File: src/rtl/bus_arbiter_pkg.sv
`default_nettype none
// ============================================================================
//  Module      : bus_arbiter_pkg
//  Description : Shared types and constants for the two-master bus arbiter.
//                - state_t  : arbiter FSM state (IDLE, ISSUE, RESP)
//                - M0 / M1  : master index constants used for winner/last-grant
//  Revision    : 1.0 - initial release
// ============================================================================
package bus_arbiter_pkg;

    typedef enum logic [1:0] {
        IDLE  = 2'd0,
        ISSUE = 2'd1,
        RESP  = 2'd2
    } state_t;

    localparam logic M0 = 1'b0;
    localparam logic M1 = 1'b1;

endpackage : bus_arbiter_pkg
`default_nettype wire

File: src/rtl/bus_arbiter_if.sv
`default_nettype none
// ============================================================================
//  Module      : bus_arbiter_if
//  Description : Bundle of all master handshake signals and the shared bus.
//                Ports (per master n = 0/1):
//                  mn_req, mn_we, mn_addr, mn_wdata  : requester -> arbiter
//                  mn_gnt, mn_rdata, mn_rvalid       : arbiter -> requester
//                Shared bus:
//                  bus_address, bus_write_data, bus_write_enable,
//                  bus_read_enable, busy              : arbiter -> bus
//                  bus_read_data                      : bus -> arbiter
//                modport master : the environment side (masters + slave)
//                modport slave  : the arbiter side
//  Revision    : 1.0 - initial release
// ============================================================================
interface bus_arbiter_if #(
    parameter int ADDR_W = 64,
    parameter int DATA_W = 64
);

    logic              m0_req;
    logic              m0_we;
    logic [ADDR_W-1:0] m0_addr;
    logic [DATA_W-1:0] m0_wdata;
    logic              m0_gnt;
    logic [DATA_W-1:0] m0_rdata;
    logic              m0_rvalid;

    logic              m1_req;
    logic              m1_we;
    logic [ADDR_W-1:0] m1_addr;
    logic [DATA_W-1:0] m1_wdata;
    logic              m1_gnt;
    logic [DATA_W-1:0] m1_rdata;
    logic              m1_rvalid;

    logic [ADDR_W-1:0] bus_address;
    logic [DATA_W-1:0] bus_write_data;
    logic              bus_write_enable;
    logic              bus_read_enable;
    logic [DATA_W-1:0] bus_read_data;
    logic              busy;

    modport master (
        output m0_req, m0_we, m0_addr, m0_wdata,
        output m1_req, m1_we, m1_addr, m1_wdata,
        output bus_read_data,
        input  m0_gnt, m0_rdata, m0_rvalid,
        input  m1_gnt, m1_rdata, m1_rvalid,
        input  bus_address, bus_write_data, bus_write_enable, bus_read_enable, busy
    );

    modport slave (
        input  m0_req, m0_we, m0_addr, m0_wdata,
        input  m1_req, m1_we, m1_addr, m1_wdata,
        input  bus_read_data,
        output m0_gnt, m0_rdata, m0_rvalid,
        output m1_gnt, m1_rdata, m1_rvalid,
        output bus_address, bus_write_data, bus_write_enable, bus_read_enable, busy
    );

endinterface : bus_arbiter_if
`default_nettype wire

File: src/rtl/bus_arbiter_rr_pick.sv
`default_nettype none
// ============================================================================
//  Module      : rr_pick
//  Description : Combinational two-way round-robin selector.
//                  reqs[1:0] : request vector, bit n = master n
//                  last      : master granted most recently
//                  winner    : selected master index (valid when any = 1)
//                  any       : at least one request present
//  Revision    : 1.0 - initial release
// ============================================================================
module rr_pick
    import bus_arbiter_pkg::*;
(
    input  wire logic [1:0] reqs,
    input  wire logic       last,
    output logic            winner,
    output logic            any
);

    always_comb begin
        winner = M0;
        unique case (reqs)
            2'b01:   winner = M0;
            2'b10:   winner = M1;
            // Tie: the master that did not win last time goes first.
            2'b11:   winner = (last == M0) ? M1 : M0;
            default: winner = M0;
        endcase
    end

    assign any = |reqs;

endmodule : rr_pick
`default_nettype wire

File: src/rtl/bus_arbiter.sv
`default_nettype none
// ============================================================================
//  Module      : bus_arbiter
//  Description : Two-master round-robin arbiter onto a single shared bus with
//                one transaction outstanding at a time.
//                  clk   : single clock, rising edge
//                  reset : asynchronous, active-low
//                  bif   : bus_arbiter_if.slave (master handshakes + bus)
//                Flow: IDLE -(request)-> ISSUE -(write)-> IDLE
//                                              -(read)-> RESP -> IDLE
//  Revision    : 1.0 - initial release
// ============================================================================
module bus_arbiter
    import bus_arbiter_pkg::*;
#(
    parameter int ADDR_W = 64,
    parameter int DATA_W = 64
) (
    input  wire logic      clk,
    input  wire logic      reset,
    bus_arbiter_if.slave   bif
);

    state_t            r_state;
    state_t            w_state_next;
    logic              w_grant;
    logic              w_capture;

    logic [1:0]        w_reqs;
    logic              w_pick;
    logic              w_any;

    // r_last_gnt doubles as the owner of the transaction in flight.
    logic              r_last_gnt;
    logic              r_we;
    logic [ADDR_W-1:0] r_addr;
    logic [DATA_W-1:0] r_wdata;
    logic [DATA_W-1:0] r_rdata0;
    logic [DATA_W-1:0] r_rdata1;
    logic              r_rvalid0;
    logic              r_rvalid1;

    assign w_reqs = {bif.m1_req, bif.m0_req};

    rr_pick u_rr_pick (
        .reqs   (w_reqs),
        .last   (r_last_gnt),
        .winner (w_pick),
        .any    (w_any)
    );

    // ------------------------------------------------------------------------
    // FSM state register
    // ------------------------------------------------------------------------
    always_ff @(posedge clk or negedge reset) begin
        if (!reset) begin
            r_state <= IDLE;
        end else begin
            r_state <= w_state_next;
        end
    end

    // ------------------------------------------------------------------------
    // FSM next-state and control decode
    // ------------------------------------------------------------------------
    always_comb begin
        w_state_next = r_state;
        w_grant      = 1'b0;
        w_capture    = 1'b0;
        unique case (r_state)
            IDLE: begin
                if (w_any) begin
                    w_state_next = ISSUE;
                    w_grant      = 1'b1;
                end
            end
            ISSUE: begin
                w_state_next = r_we ? IDLE : RESP;
            end
            RESP: begin
                // Slave data is valid now, one cycle after the read strobe.
                w_state_next = IDLE;
                w_capture    = 1'b1;
            end
            default: begin
                w_state_next = IDLE;
            end
        endcase
    end

    // ------------------------------------------------------------------------
    // Transaction registers and read-return path
    // ------------------------------------------------------------------------
    always_ff @(posedge clk or negedge reset) begin
        if (!reset) begin
            r_last_gnt <= M1;
            r_we       <= 1'b0;
            r_addr     <= '0;
            r_wdata    <= '0;
            r_rdata0   <= '0;
            r_rdata1   <= '0;
            r_rvalid0  <= 1'b0;
            r_rvalid1  <= 1'b0;
        end else begin
            r_rvalid0 <= w_capture && (r_last_gnt == M0);
            r_rvalid1 <= w_capture && (r_last_gnt == M1);

            if (w_grant) begin
                r_last_gnt <= w_pick;
                if (w_pick == M1) begin
                    r_we    <= bif.m1_we;
                    r_addr  <= bif.m1_addr;
                    r_wdata <= bif.m1_wdata;
                end else begin
                    r_we    <= bif.m0_we;
                    r_addr  <= bif.m0_addr;
                    r_wdata <= bif.m0_wdata;
                end
            end

            if (w_capture) begin
                if (r_last_gnt == M1) begin
                    r_rdata1 <= bif.bus_read_data;
                end else begin
                    r_rdata0 <= bif.bus_read_data;
                end
            end
        end
    end

    // ------------------------------------------------------------------------
    // Outputs. Strobes and grants decode straight from the state register so
    // an asynchronous reset drops them in the same instant.
    // ------------------------------------------------------------------------
    assign bif.m0_gnt           = (r_state == ISSUE) && (r_last_gnt == M0);
    assign bif.m1_gnt           = (r_state == ISSUE) && (r_last_gnt == M1);
    assign bif.bus_write_enable = (r_state == ISSUE) &&  r_we;
    assign bif.bus_read_enable  = (r_state == ISSUE) && !r_we;
    assign bif.bus_address      = r_addr;
    assign bif.bus_write_data   = r_wdata;
    assign bif.busy             = (r_state != IDLE);
    assign bif.m0_rdata         = r_rdata0;
    assign bif.m1_rdata         = r_rdata1;
    assign bif.m0_rvalid        = r_rvalid0;
    assign bif.m1_rvalid        = r_rvalid1;

endmodule : bus_arbiter
`default_nettype wire

File: src/flat_wrapper.sv
// flat-port wrapper written by rule: the top's interface ports become plain ports
module bus_arbiter_flat import bus_arbiter_pkg::*;
#(
    parameter int ADDR_W = 64,
    parameter int DATA_W = 64
)
  (clk, reset, bif_m0_req, bif_m0_we, bif_m0_addr, bif_m0_wdata, bif_m1_req, bif_m1_we, bif_m1_addr, bif_m1_wdata, bif_bus_read_data, bif_m0_gnt, bif_m0_rdata, bif_m0_rvalid, bif_m1_gnt, bif_m1_rdata, bif_m1_rvalid, bif_bus_address, bif_bus_write_data, bif_bus_write_enable, bif_bus_read_enable, bif_busy);
  bus_arbiter_if #(.ADDR_W(ADDR_W), .DATA_W(DATA_W)) bif_i ();
  input  wire logic clk;
  input  wire logic reset;
  input wire logic [$bits(bif_i.m0_req)-1:0] bif_m0_req;
  input wire logic [$bits(bif_i.m0_we)-1:0] bif_m0_we;
  input wire logic [$bits(bif_i.m0_addr)-1:0] bif_m0_addr;
  input wire logic [$bits(bif_i.m0_wdata)-1:0] bif_m0_wdata;
  input wire logic [$bits(bif_i.m1_req)-1:0] bif_m1_req;
  input wire logic [$bits(bif_i.m1_we)-1:0] bif_m1_we;
  input wire logic [$bits(bif_i.m1_addr)-1:0] bif_m1_addr;
  input wire logic [$bits(bif_i.m1_wdata)-1:0] bif_m1_wdata;
  input wire logic [$bits(bif_i.bus_read_data)-1:0] bif_bus_read_data;
  output wire logic [$bits(bif_i.m0_gnt)-1:0] bif_m0_gnt;
  output wire logic [$bits(bif_i.m0_rdata)-1:0] bif_m0_rdata;
  output wire logic [$bits(bif_i.m0_rvalid)-1:0] bif_m0_rvalid;
  output wire logic [$bits(bif_i.m1_gnt)-1:0] bif_m1_gnt;
  output wire logic [$bits(bif_i.m1_rdata)-1:0] bif_m1_rdata;
  output wire logic [$bits(bif_i.m1_rvalid)-1:0] bif_m1_rvalid;
  output wire logic [$bits(bif_i.bus_address)-1:0] bif_bus_address;
  output wire logic [$bits(bif_i.bus_write_data)-1:0] bif_bus_write_data;
  output wire logic [$bits(bif_i.bus_write_enable)-1:0] bif_bus_write_enable;
  output wire logic [$bits(bif_i.bus_read_enable)-1:0] bif_bus_read_enable;
  output wire logic [$bits(bif_i.busy)-1:0] bif_busy;
  assign bif_i.m0_req = bif_m0_req;
  assign bif_i.m0_we = bif_m0_we;
  assign bif_i.m0_addr = bif_m0_addr;
  assign bif_i.m0_wdata = bif_m0_wdata;
  assign bif_i.m1_req = bif_m1_req;
  assign bif_i.m1_we = bif_m1_we;
  assign bif_i.m1_addr = bif_m1_addr;
  assign bif_i.m1_wdata = bif_m1_wdata;
  assign bif_i.bus_read_data = bif_bus_read_data;
  assign bif_m0_gnt = bif_i.m0_gnt;
  assign bif_m0_rdata = bif_i.m0_rdata;
  assign bif_m0_rvalid = bif_i.m0_rvalid;
  assign bif_m1_gnt = bif_i.m1_gnt;
  assign bif_m1_rdata = bif_i.m1_rdata;
  assign bif_m1_rvalid = bif_i.m1_rvalid;
  assign bif_bus_address = bif_i.bus_address;
  assign bif_bus_write_data = bif_i.bus_write_data;
  assign bif_bus_write_enable = bif_i.bus_write_enable;
  assign bif_bus_read_enable = bif_i.bus_read_enable;
  assign bif_busy = bif_i.busy;
  bus_arbiter #(.ADDR_W(ADDR_W), .DATA_W(DATA_W)) u_core (.clk(clk), .reset(reset), .bif(bif_i));
endmodule
File: config.mk
export PLATFORM = sky130hd
export DESIGN_NAME = bus_arbiter_flat
export DESIGN_NICKNAME = d
export VERILOG_FILES = /design/src/rtl/bus_arbiter_pkg.sv /design/src/rtl/bus_arbiter_if.sv /design/src/rtl/bus_arbiter_rr_pick.sv /design/src/rtl/bus_arbiter.sv /design/src/flat_wrapper.sv
export SDC_FILE = /design/constraint.sdc
export NUM_CORES = 1
export LEC_CHECK = 0
export BUFFER_PORTS_ARGS = -buffer_cell sky130_fd_sc_hd__buf_4
export CORE_AREA = 2 2 232 234
export DETAILED_ROUTE_END_ITERATION = 16
export DIE_AREA = 0 0 234 236
export GPL_TIMING_DRIVEN = 0
export SYNTH_ARGS = -nofsm -noshare
export SYNTH_HDL_FRONTEND = slang
export SYNTH_SLANG_ARGS = --single-unit
File: constraint.sdc
create_clock -name clk -period 5.33 [get_ports clk]
set_input_delay 1.066 -clock clk [delete_from_list [all_inputs] [get_ports clk]]
set_output_delay 1.066 -clock clk [all_outputs]
set_load 0.05 [all_outputs]
==> reports/results.ini, run 1 <==
[synth]
synth-simple-area-share_pct=0.362
syn_nets=1033
syn_inst=707
synthFlopType=dfrtp_1
synthMuxAreaShare_pct=42.1
synth_area_per_cell_sq_um=17.1
synth_edf_count=0
yosysWarningCount=0
synth_fa_ha_area_share_pct=0
synth_top_area_cell=dfrtp_1
synth_seq_cells=262
synth_compound_area_share_pct=0.289
netlist.area_leader.share_pct=53.9
syn_area_sq_um=12100
synth.cells.most_frequent=dfrtp_1, mux2_4, mux2_2
synth_area_leaders=dfrtp_1, mux2_4, mux2_2, buf_8, buf_2
synth_async_sr_flop_share_pct=100
synthXorXnorAreaFrac_pct=0
yosysMostFrequentCell=dfrtp_1
synth_top_family_by_area=multiplexers
synth.distinct_cells=20
ys_seq_area_share_pct=54.1

[grt]
grt_pass1_vias=9212
grt_antenna_before_repair=6
grt_max_degree=101
grt_usage_pct=14.1
grt_overflow=0
grt_pass1_wl_mm=58.6

[clock_network]
clk_path_buf_depth=3
cts-resized-gates=0
cts_made_buffers=31
ctsRootBufferMaster=clkbuf_16
h-tree-depth=1
clock_sink_count=262
clock_latency_ns=0.58
clkSlewWorstSetupHoldPaths_ns=0.06
post_cts.repair.setup_buffers=0
tritoncts=yes
postCtsHoldBufs=0

[route]
post_drt_wl_per_cell_um=19.8
viasPerCell=4.08
first_pass_iters=4
drt_iter0_drc=192
vias=8386
ant_nets=0
drc=0
routed_wl_mm=40.6

[worst_hold_path]
hp-class=in2async

[setup_path]
worst_path_largest_cell_delay_ns=0.59
arrival_ns=1.60
required_ns=4.26
r2r_setup_slack_ns=3.12
r2r_start=u_core.r_state[0]
cp-end-kind=primary output
crit_path_top_delay_cell=dfstp_2
path_max_fanout=7
reg2reg_to=u_core.bif.bus_address[38]
path_class=reg2out
rr_worst_depth=5
crit_path_cell_trace=inv_1 > nor2_1 > buf_4
startpoint_type=flop

[timing]
finClkSkew_ns=0.0133
finalSetupViolCount=0
fin_setup_tns_ns=0
hold_viol_final=0
worst_pin_slew_ns=0.649
period_share_pct=50.0
report.final.slew_viol_count=0
maxSlewHeadroom_pct=56.7
timing.hold.ws_ns=0.458
max_freq_mhz=375
rsz0062_at_grt=no
post-route-min-period_ns=2.66

[floorplanning]
floorplan.rows=85
die_x_um=234
core_sq_um=53100
ios=589
die_area_sq_um=55200
die-height_um=236
initial_utilization_pct=22.8

[layout]
areaGrowthSynthToFinish_pct=53.4
n_fill_cell=5196
fin_nets=1656
utilization_pct=35.0
layout-drive-gt1-share_pct=78.8

[placement]
portBuffers=588
place.gp.congestion=0.792
hpwl_mm=32.7

[power]
p_leak_uw=0.00919
design_power_total_uw=14300
power.density_nw_per_um2=770
vdd_drop_max_uv=341

[run_status]
outcome=completed

[run]
cap_violations=0

## flip-flops by register name, indices dropped and copies added (netlist names), 2 cells and up
| name | flops |
|---|---|
| u_core.r_state | 2 |
| u_core.bif.bus_write_data | 64 |
| u_core.bif.m1_rdata | 64 |
| u_core.bif.m0_rdata | 64 |
| u_core.bif.bus_address | 64 |
## through the flow
step                      instances  cell area [sq um]  worst slack [ns]
final                          2055              18600              2.67
after global routing           2055              18600              2.57
after CTS                      2051              18600              2.60
after detailed placement       1993              17500              2.51
after global placement         1991              17400             0.934
after floorplan                 707              12100              3.00
## logic make-up (layout without fill, tap and decap cells)
logic type             Yosys count  after routing
AND/OR/NAND/NOR                  9              9
multiplexers                   386            386
AO/OA/AOI/OAI                    4              4
buffers and inverters           46            694
flip-flops                     262            262
other                            0              4
## how the worst max path moves through the flow
stage,endpoint,slack [ns],cells after the start,startpoint
after floorplan,bif_m1_gnt,3.00,2,u_core.r_last_gnt
after global placement,u_core.bif.bus_write_data[21],0.93,1,reset
after detailed placement,u_core.bif.bus_address[39],2.51,5,bif_m1_req
after CTS,bif_m1_gnt,2.60,3,u_core.r_last_gnt
after global routing,bif_m1_gnt,2.57,3,u_core.r_state[1]
final,bif_m1_gnt,2.67,3,u_core.r_last_gnt
## layout by cell type (no fill, tap or decap), drive strengths merged, types with 2 or more instances in the layout
master	count
buf	631
bufinv	6
clkbuf	44
clkinv	7
dfrtp	261
diode	4
inv	6
mux2	384
mux2i	2
nor2	6
## where the power goes
part | leakage (uW) | internal (uW) | total, uW | switching (uW)
Combinational | 0.00555 | 3140 | 8380 | 5240
Sequential | 0.00309 | 3020 | 3640 | 614
Clock | 0.000548 | 1430 | 2290 | 861
## routing by layer
layer  share of wire [%]  track usage (%)  vias up
met1                  37             15.8     4160
met5                   0                0        -
li1                    -                -     3778
met2                  52             25.4      400
met4                 2.5             5.14        0
met3                 8.9             3.86       48
## critical path: cells and delay by family (launching register included)
family                 cells  cell delay, ns
DFF                        1            0.59
buffers and inverters      2            0.28
and+or+nand+nor            1            0.15
## area by class of cell
| type | instances | area [sq um] | area share, % |
|---|---|---|---|
| Clock inverter | 15 | 236 | 1.27 |
| Clock buffer | 43 | 871 | 4.69 |
| Buffer | 42 | 367 | 1.97 |
| Timing Repair Buffer | 590 | 4480 | 24.1 |
| Tap cell | 696 | 871 | 4.69 |
| Sequential cell | 262 | 6560 | 35.3 |
| Antenna cell | 4 | 10.0 | 0.0539 |
| Multi-Input combinational cell | 399 | 5170 | 27.8 |
| Inverter | 4 | 15.0 | 0.0808 |
Power figures use the tool's default switching activity.
==> inputs of run 2 (changes only) <==
Clock period 5.33 ns to 2.7 ns, I/O delays scaled along.
==> run 2 against run 1 <==
  * Wire length rose by 0.10%
  * Register-to-register slack got worse by 2.6 ns
  * Via count barely moved
  * Sequential share of layout area barely moved
  * First-iteration DRC count rose by 8.9%
  * Setup slack got worse by 2.2 ns
  * Combinational power rose by 97%
  * Sequential cell count did not move
  * Die area did not move
  * Count of clock-buffer cells in the layout did not move
  * Global-route usage did not move
  * Design area barely moved
  * Critical path type is now reg2reg
==> reports/results.ini, run 2 (synthesis results as in run 1) <==
[clock_network]
clock_latency_ns=0.58  ; about the same
tritoncts=yes  ; unchanged
ctsRootBufferMaster=clkbuf_16  ; unchanged
clock_sink_count=262  ; unchanged
cts-resized-gates=0  ; unchanged
h-tree-depth=1  ; unchanged
cts_made_buffers=31  ; unchanged
clkSlewWorstSetupHoldPaths_ns=0.06  ; about the same
clk_path_buf_depth=3  ; unchanged

[power]
clkPwrFrac_pct=16.0  ; about the same
p_switching_uw=13300  ; was 6710 uW
p_sw_share_pct=46.9  ; about the same
internal_power_uw=15000  ; was 7590 uW
p_leak_uw=0.00919  ; about the same
power.density_nw_per_um2=1520  ; was 770 nW/um^2
vdd_drop_max_uv=674  ; was 341 uV
seqPwrFrac_pct=25.4  ; about the same
combPwrFrac_pct=58.6  ; about the same

[layout]
mostFrequentLayoutCells=buf_4, dfrtp_1, mux2_4  ; unchanged
areaGrowthSynthToFinish_pct=53.5  ; was 53.4%
final_common_cell=buf_4  ; unchanged
multiInputGateArea_sq_um=5170  ; unchanged
layout-drive-gt1-share_pct=78.8  ; about the same
regArea_sq_um=6560  ; unchanged
utilization_pct=35.0  ; about the same
fin_nets=1657  ; was 1656
n_fill_cell=5195  ; was 5196

[floorplanning]
die_x_um=234  ; unchanged
initial_utilization_pct=22.8  ; unchanged
ios=589  ; unchanged
floorplan.rows=85  ; unchanged
core_sq_um=53100  ; unchanged
die-height_um=236  ; unchanged
die_area_sq_um=55200  ; unchanged

[setup_path]
worst_path_largest_cell_delay_ns=0.40  ; was 0.59 ns
rr_worst_depth=5  ; unchanged
worst-path-buf-inv=2  ; unchanged
r2r_setup_slack_ns=0.49  ; was 3.12 ns
crit_path_cell_trace=nor2_1 > o21a_1 > buf_2 > buf_4 > mux2_4  ; was inv_1 > nor2_1 > buf_4
required_ns=3.15  ; was 4.26 ns
path_max_fanout=10  ; was 7
reg2reg_to=u_core.bif.bus_address[38]  ; unchanged
cp-end-kind=flop  ; was primary output
path_class=reg2reg  ; was reg2out
path_delay_family=buffers and inverters  ; was flip-flops
r2r_start=u_core.r_state[0]  ; unchanged
arrival_ns=2.66  ; was 1.60 ns
crit_path_top_delay_cell=dfrtp_1  ; was dfstp_2
startpoint_type=flop  ; unchanged

[route]
first_pass_iters=4  ; unchanged
viasPerCell=4.08  ; about the same
drt_iter0_drc=209  ; was 192
drc=0  ; unchanged
vias=8380  ; was 8386
routed_wl_mm=40.7  ; was 40.6 mm
post_drt_wl_per_cell_um=19.8  ; about the same
ant_nets=0  ; unchanged

[timing]
post-route-min-period_ns=2.21
period_share_pct=81.8
max_freq_mhz=453
report.final.slew_viol_count=0  ; unchanged
worst_pin_slew_ns=0.648  ; was 0.649 ns
fin_setup_tns_ns=0  ; unchanged
maxSlewHeadroom_pct=56.8  ; was 56.7%
rsz0062_at_grt=no  ; unchanged
hold_viol_final=0  ; unchanged
finalSetupViolCount=0  ; unchanged
finClkSkew_ns=0.0126  ; was 0.0133 ns

[worst_hold_path]
hp-class=in2reg  ; was in2async
min-delay-start=bif_m0_req
holdPathEnd=u_core.r_last_gnt
min_path_cells=2

[grt]
grt_pass1_wl_mm=58.6  ; unchanged
grt_usage_pct=14.1  ; unchanged
grt_antenna_before_repair=6  ; unchanged
grt_pass1_vias=9212  ; unchanged
grt_overflow=0  ; unchanged
grt_max_degree=101  ; unchanged

[run_status]
outcome=completed  ; unchanged

[run]
cap_violations=0  ; unchanged

[placement]
portBuffers=588  ; unchanged
hpwl_mm=32.7  ; unchanged
place.gp.congestion=0.792  ; unchanged

[run 2: power groups by stage]
stage	sequential (uW)	combinational, uW	clock (uW)
floorplan	13900	4650	0
global placement	7150	16600	0
detailed placement	7200	16700	0
CTS	7190	16700	4690
global route	7430	17200	4810
finish	7180	16500	4520
[run 2: area by class of cell]
| cell class | count | area share [%] |
|---|---|---|
| clock inverter | 15 | 1.27 |
| buffer | 42 | 1.97 |
| antenna | 4 | 0.0539 |
| multi-input combinational | 399 | 27.8 |
| tap | 696 | 4.68 |
| sequential | 262 | 35.3 |
| clock buffer | 43 | 4.68 |
| timing repair buffer | 591 | 24.1 |
| inverter | 4 | 0.0808 |
[run 2: through the flow]
stage / hold WS, ns / instance area (sq um) / instances / total power, uW / setup WS, ns
final: 0.154 / 18600 / 2056 / 28200 / 0.492
after CTS: 0.119 / 18600 / 2052 / 28600 / 0.388
after global placement: 0.455 / 17400 / 1991 / 23700 / -1.17
after floorplan: 0.244 / 12100 / 707 / 18600 / 0.892
after detailed placement: 0.462 / 17500 / 1993 / 23900 / 0.392
after global routing: 0.135 / 18600 / 2056 / 29400 / 0.311
[run 2: what timing repair did]
item / CTS / global route
endpoints found under the hold margin: 72 / 0
hold buffers: 1 / 0
buffers inserted: 0 / 0
[run 2: worst max path at each step]
stage	start	endpoint	slack [ns]	cells past startpoint
after detailed placement	u_core.r_state[0]	u_core.bif.bus_address[39]	0.39	5
after global routing	u_core.r_state[0]	u_core.bif.bus_address[38]	0.31	5
after floorplan	u_core.r_last_gnt	bif_m1_gnt	0.89	2
final	u_core.r_state[0]	u_core.bif.bus_address[38]	0.49	5
after global placement	reset	u_core.bif.bus_write_data[21]	-1.17	1
after CTS	u_core.r_state[0]	u_core.bif.bus_address[38]	0.39	5
[run 2: worst register-to-register path, delay by kind of cell (launching register included)]
family,cells,cell delay (ns)
flops,1,0.40
buf+inv,2,0.75
simple gates,1,0.23
mux,1,0.36
compound gates,1,0.35
[run 2: metal layers]
layer	track usage [%]	vias up	wire [um]
met2	25.4	402	21000
met5	0	-	0
met3	3.86	48	3550
li1	-	3779	-
met4	5.14	0	1010
met1	15.8	4151	15100
==> inputs of run 3 (changes only) <==
Settings changed: ABC_AREA from default to 1, CORE_AREA 2 2 232 234 to 2 2 227 229, DIE_AREA 0 0 234 236 to 0 0 229 231.
Clock period 2.7 ns to 2.05 ns, I/O delays scaled along.
==> run 3 against run 2 <==
  * Combinational power grew 26%
  * Utilization rose by 1.7 points
  * Synthesized area up 1.0%
  * Cell count up 43%
  * Synthesized cell count rose by 130%
  * Wire length is 23% higher
  * Design area increased by 0.15%
  * Critical path depth is 1 lower
  * Global-route usage grew 4.3 points
  * First-iteration DRC count increased to 2.8 times the previous value
  * Highest routed layer is now met5
==> reports/results.ini, run 3 <==
[run_status]
outcome=completed  ; unchanged

[synth]
syn_nets=1933  ; was 1033
synth_area_leaders=dfrtp_1, nand2_1, nand3_1, inv_1, o21ai_0  ; was dfrtp_1, mux2_4, mux2_2, buf_8, buf_2
synth_seq_cells=262  ; unchanged
yosysWarningCount=0  ; unchanged
synth.distinct_cells=12  ; was 20
syn_inst=1607  ; was 707
netlist.area_leader.share_pct=53.4  ; was 53.9%
synth.cells.most_frequent=nand2_1, inv_1, dfrtp_1  ; was dfrtp_1, mux2_4, mux2_2
yosysMostFrequentCell=nand2_1  ; was dfrtp_1
synth_top_area_cell=dfrtp_1  ; unchanged
synth_edf_count=0  ; unchanged
ys_seq_area_share_pct=53.6  ; was 54.1%
synth_area_per_cell_sq_um=7.61  ; was 17.1 sq um
syn_area_sq_um=12200  ; was 12100 sq um
synth_async_sr_flop_share_pct=100  ; unchanged
synthFlopType=dfrtp_1  ; unchanged

[power]
design_power_total_uw=36000  ; was 28200 uW
power.density_nw_per_um2=1940  ; was 1520 nW/um^2
p_leak_uw=0.0109  ; was 0.00919 uW
vdd_drop_max_uv=864  ; was 674 uV

[layout]
regArea_sq_um=6560  ; unchanged
fin_nets=2555  ; was 1657
final_common_cell=buf_4  ; unchanged
mostFrequentLayoutCells=buf_4, nand2_1, inv_1  ; was buf_4, dfrtp_1, mux2_4
layout-drive-gt1-share_pct=32.1  ; was 78.8%
multiInputGateArea_sq_um=3950  ; was 5170 sq um
n_fill_cell=5324  ; was 5195
areaGrowthSynthToFinish_pct=52.1  ; was 53.5%

[setup_path]
crit_path_cell_trace=inv_1 > nand2_2 > nor2_2 > buf_6  ; was nor2_1 > o21a_1 > buf_2 > buf_4 > mux2_4
path_delay_family=flip-flops  ; was buffers and inverters
required_ns=1.64  ; was 3.15 ns
path_max_fanout=5  ; was 10
worst_path_largest_cell_delay_ns=0.42  ; was 0.40 ns
arrival_ns=1.55  ; was 2.66 ns
crit_path_top_delay_cell=dfrtp_1  ; unchanged
startpoint_type=flop  ; unchanged
cp-end-kind=primary output  ; was flop
worst-path-buf-inv=2  ; unchanged
path_class=reg2out  ; was reg2reg

[floorplanning]
die_area_sq_um=52900  ; was 55200 sq um
ios=589  ; unchanged
core_sq_um=50700  ; was 53100 sq um
die_x_um=229  ; was 234 um
die-height_um=231  ; was 236 um
initial_utilization_pct=24.1  ; was 22.8%
floorplan.rows=83  ; was 85

[timing]
period_share_pct=95.7
hold_viol_final=0  ; unchanged
max_freq_mhz=510
report.final.slew_viol_count=0  ; unchanged
rsz0062_at_grt=no  ; unchanged
post-route-min-period_ns=1.96
finalSetupViolCount=0  ; unchanged
fin_setup_tns_ns=0  ; unchanged
maxSlewHeadroom_pct=52.3  ; was 56.8%
finClkSkew_ns=0.0151  ; was 0.0126 ns
worst_pin_slew_ns=0.715  ; was 0.648 ns

[grt]
grtUsageMet2_pct=32.2  ; was 25.4%
gr-usage-met3_pct=4.24  ; was 3.86%
busiest_layer=met2  ; unchanged
grt_antenna_before_repair=7  ; was 6
grt_overflow=0  ; unchanged
grtUsageMet1_pct=22.3  ; was 15.8%
grt_max_degree=124  ; was 101
grt_usage_pct=18.4  ; was 14.1%
grt_pass1_wl_mm=75.6  ; was 58.6 mm
grt_pass1_vias=12772  ; was 9212

[route]
first_pass_iters=5  ; was 4
vias=12686  ; was 8380
drc=0  ; unchanged
ant_nets=0  ; unchanged
viasPerCell=4.32  ; was 4.08
drt_iter0_drc=588  ; was 209
post_drt_wl_per_cell_um=17.1  ; was 19.8 um
routed_wl_mm=50.2  ; was 40.7 mm

[clock_network]
h-tree-depth=1  ; unchanged
cts_made_buffers=30  ; was 31
clock_latency_ns=0.58  ; about the same
ctsRootBufferMaster=clkbuf_16  ; unchanged
clk_path_buf_depth=3  ; unchanged
post_cts.repair.setup_buffers=0  ; unchanged
clkSlewWorstSetupHoldPaths_ns=0.06  ; about the same
clock_sink_count=262  ; unchanged
tritoncts=yes  ; unchanged

[run]
cap_violations=0  ; unchanged

[worst_hold_path]
hp-class=in2reg  ; unchanged

[placement]
portBuffers=587  ; was 588
hpwl_mm=40.4  ; was 32.7 mm
place.gp.congestion=0.900  ; was 0.792

run 3: tightest hold or removal path: stages:
cell and delay, ns:
buf_4 0.11, inv_1 0.05, o21ai_0 0.07
run 3: path summary, 6_finish.rpt:
kind	to	start	depth (start not counted)	slack, ns
setup reg to reg	u_core.bif.m1_rdata[10]	u_core.r_last_gnt	5	0.21
hold reg to reg	u_core.bif.bus_write_data[10]	u_core.bif.bus_write_data[10]	2	0.48
min in group asynchronous	u_core.bif.bus_address[41]	reset	2	0.33
hold / removal	u_core.bif.m0_rdata[5]	bif_bus_read_data[5]	3	0.11
max in group asynchronous	u_core.bif.m0_rdata[27]	reset	3	0.72
setup / recovery	bif_m1_gnt	u_core.r_state[1]	4	0.09
run 3: layout make-up:
| type | instances | share of cell area, % |
|---|---|---|
| sequential | 262 | 35.2 |
| timing repair buffer | 590 | 24.1 |
| multi-input combinational | 918 | 21.2 |
| inverter | 328 | 6.61 |
| tap | 680 | 4.57 |
| clock buffer | 40 | 4.40 |
| buffer | 99 | 2.72 |
| clock inverter | 14 | 1.12 |
| antenna | 3 | 0.0403 |
run 3: metrics by stage:
step	util (%)	area (sq um)	std cells	setup slack (ns)	hold WS, ns
detailed placement	34.6	17600	2876	0.147	0.350
finish	36.7	18600	2934	0.0892	0.109
global placement	34.5	17500	2874	-1.74	0.464
floorplan	-	12200	1607	0.394	0.114
CTS	36.7	18600	2931	0.0100	0.0790
global route	36.7	18600	2932	0.000628	0.106
run 3: cells by family (layout without fill, tap and decap cells):
family / Yosys count / count (layout) / share of synthesized area (%)
other cells: 0 / 3 / 0
flops: 262 / 262 / 53.6
buf+inv: 427 / 1071 / 14.2
simple gates: 788 / 788 / 26.9
compound gates: 130 / 130 / 5.35
run 3: metal layers:
metal  wire length (um)  part of all wire [%]
met5                 13                 0.026
met1              20200                    40
met2              24500                    49
met4               1530                   3.1
met3               3900                   7.8
run 3: where the power goes:
part           switching [uW]  internal [uW]  total (uW)  leakage (uW)
combinational           15000           5800       20800       0.00720
sequential               1690           7850        9530       0.00317
clock                    2240           3420        5660      0.000505
total                   19000          17100       36000        0.0109
run 3: what timing repair did:
action                                 in CTS  in global routing
hold buffers                                1                  0
endpoints found under the hold margin      46                  0
gates cloned                                0                  0
setup endpoints to repair                   1                  4
pin swaps                                   0                  1
resized for setup                           2                  3
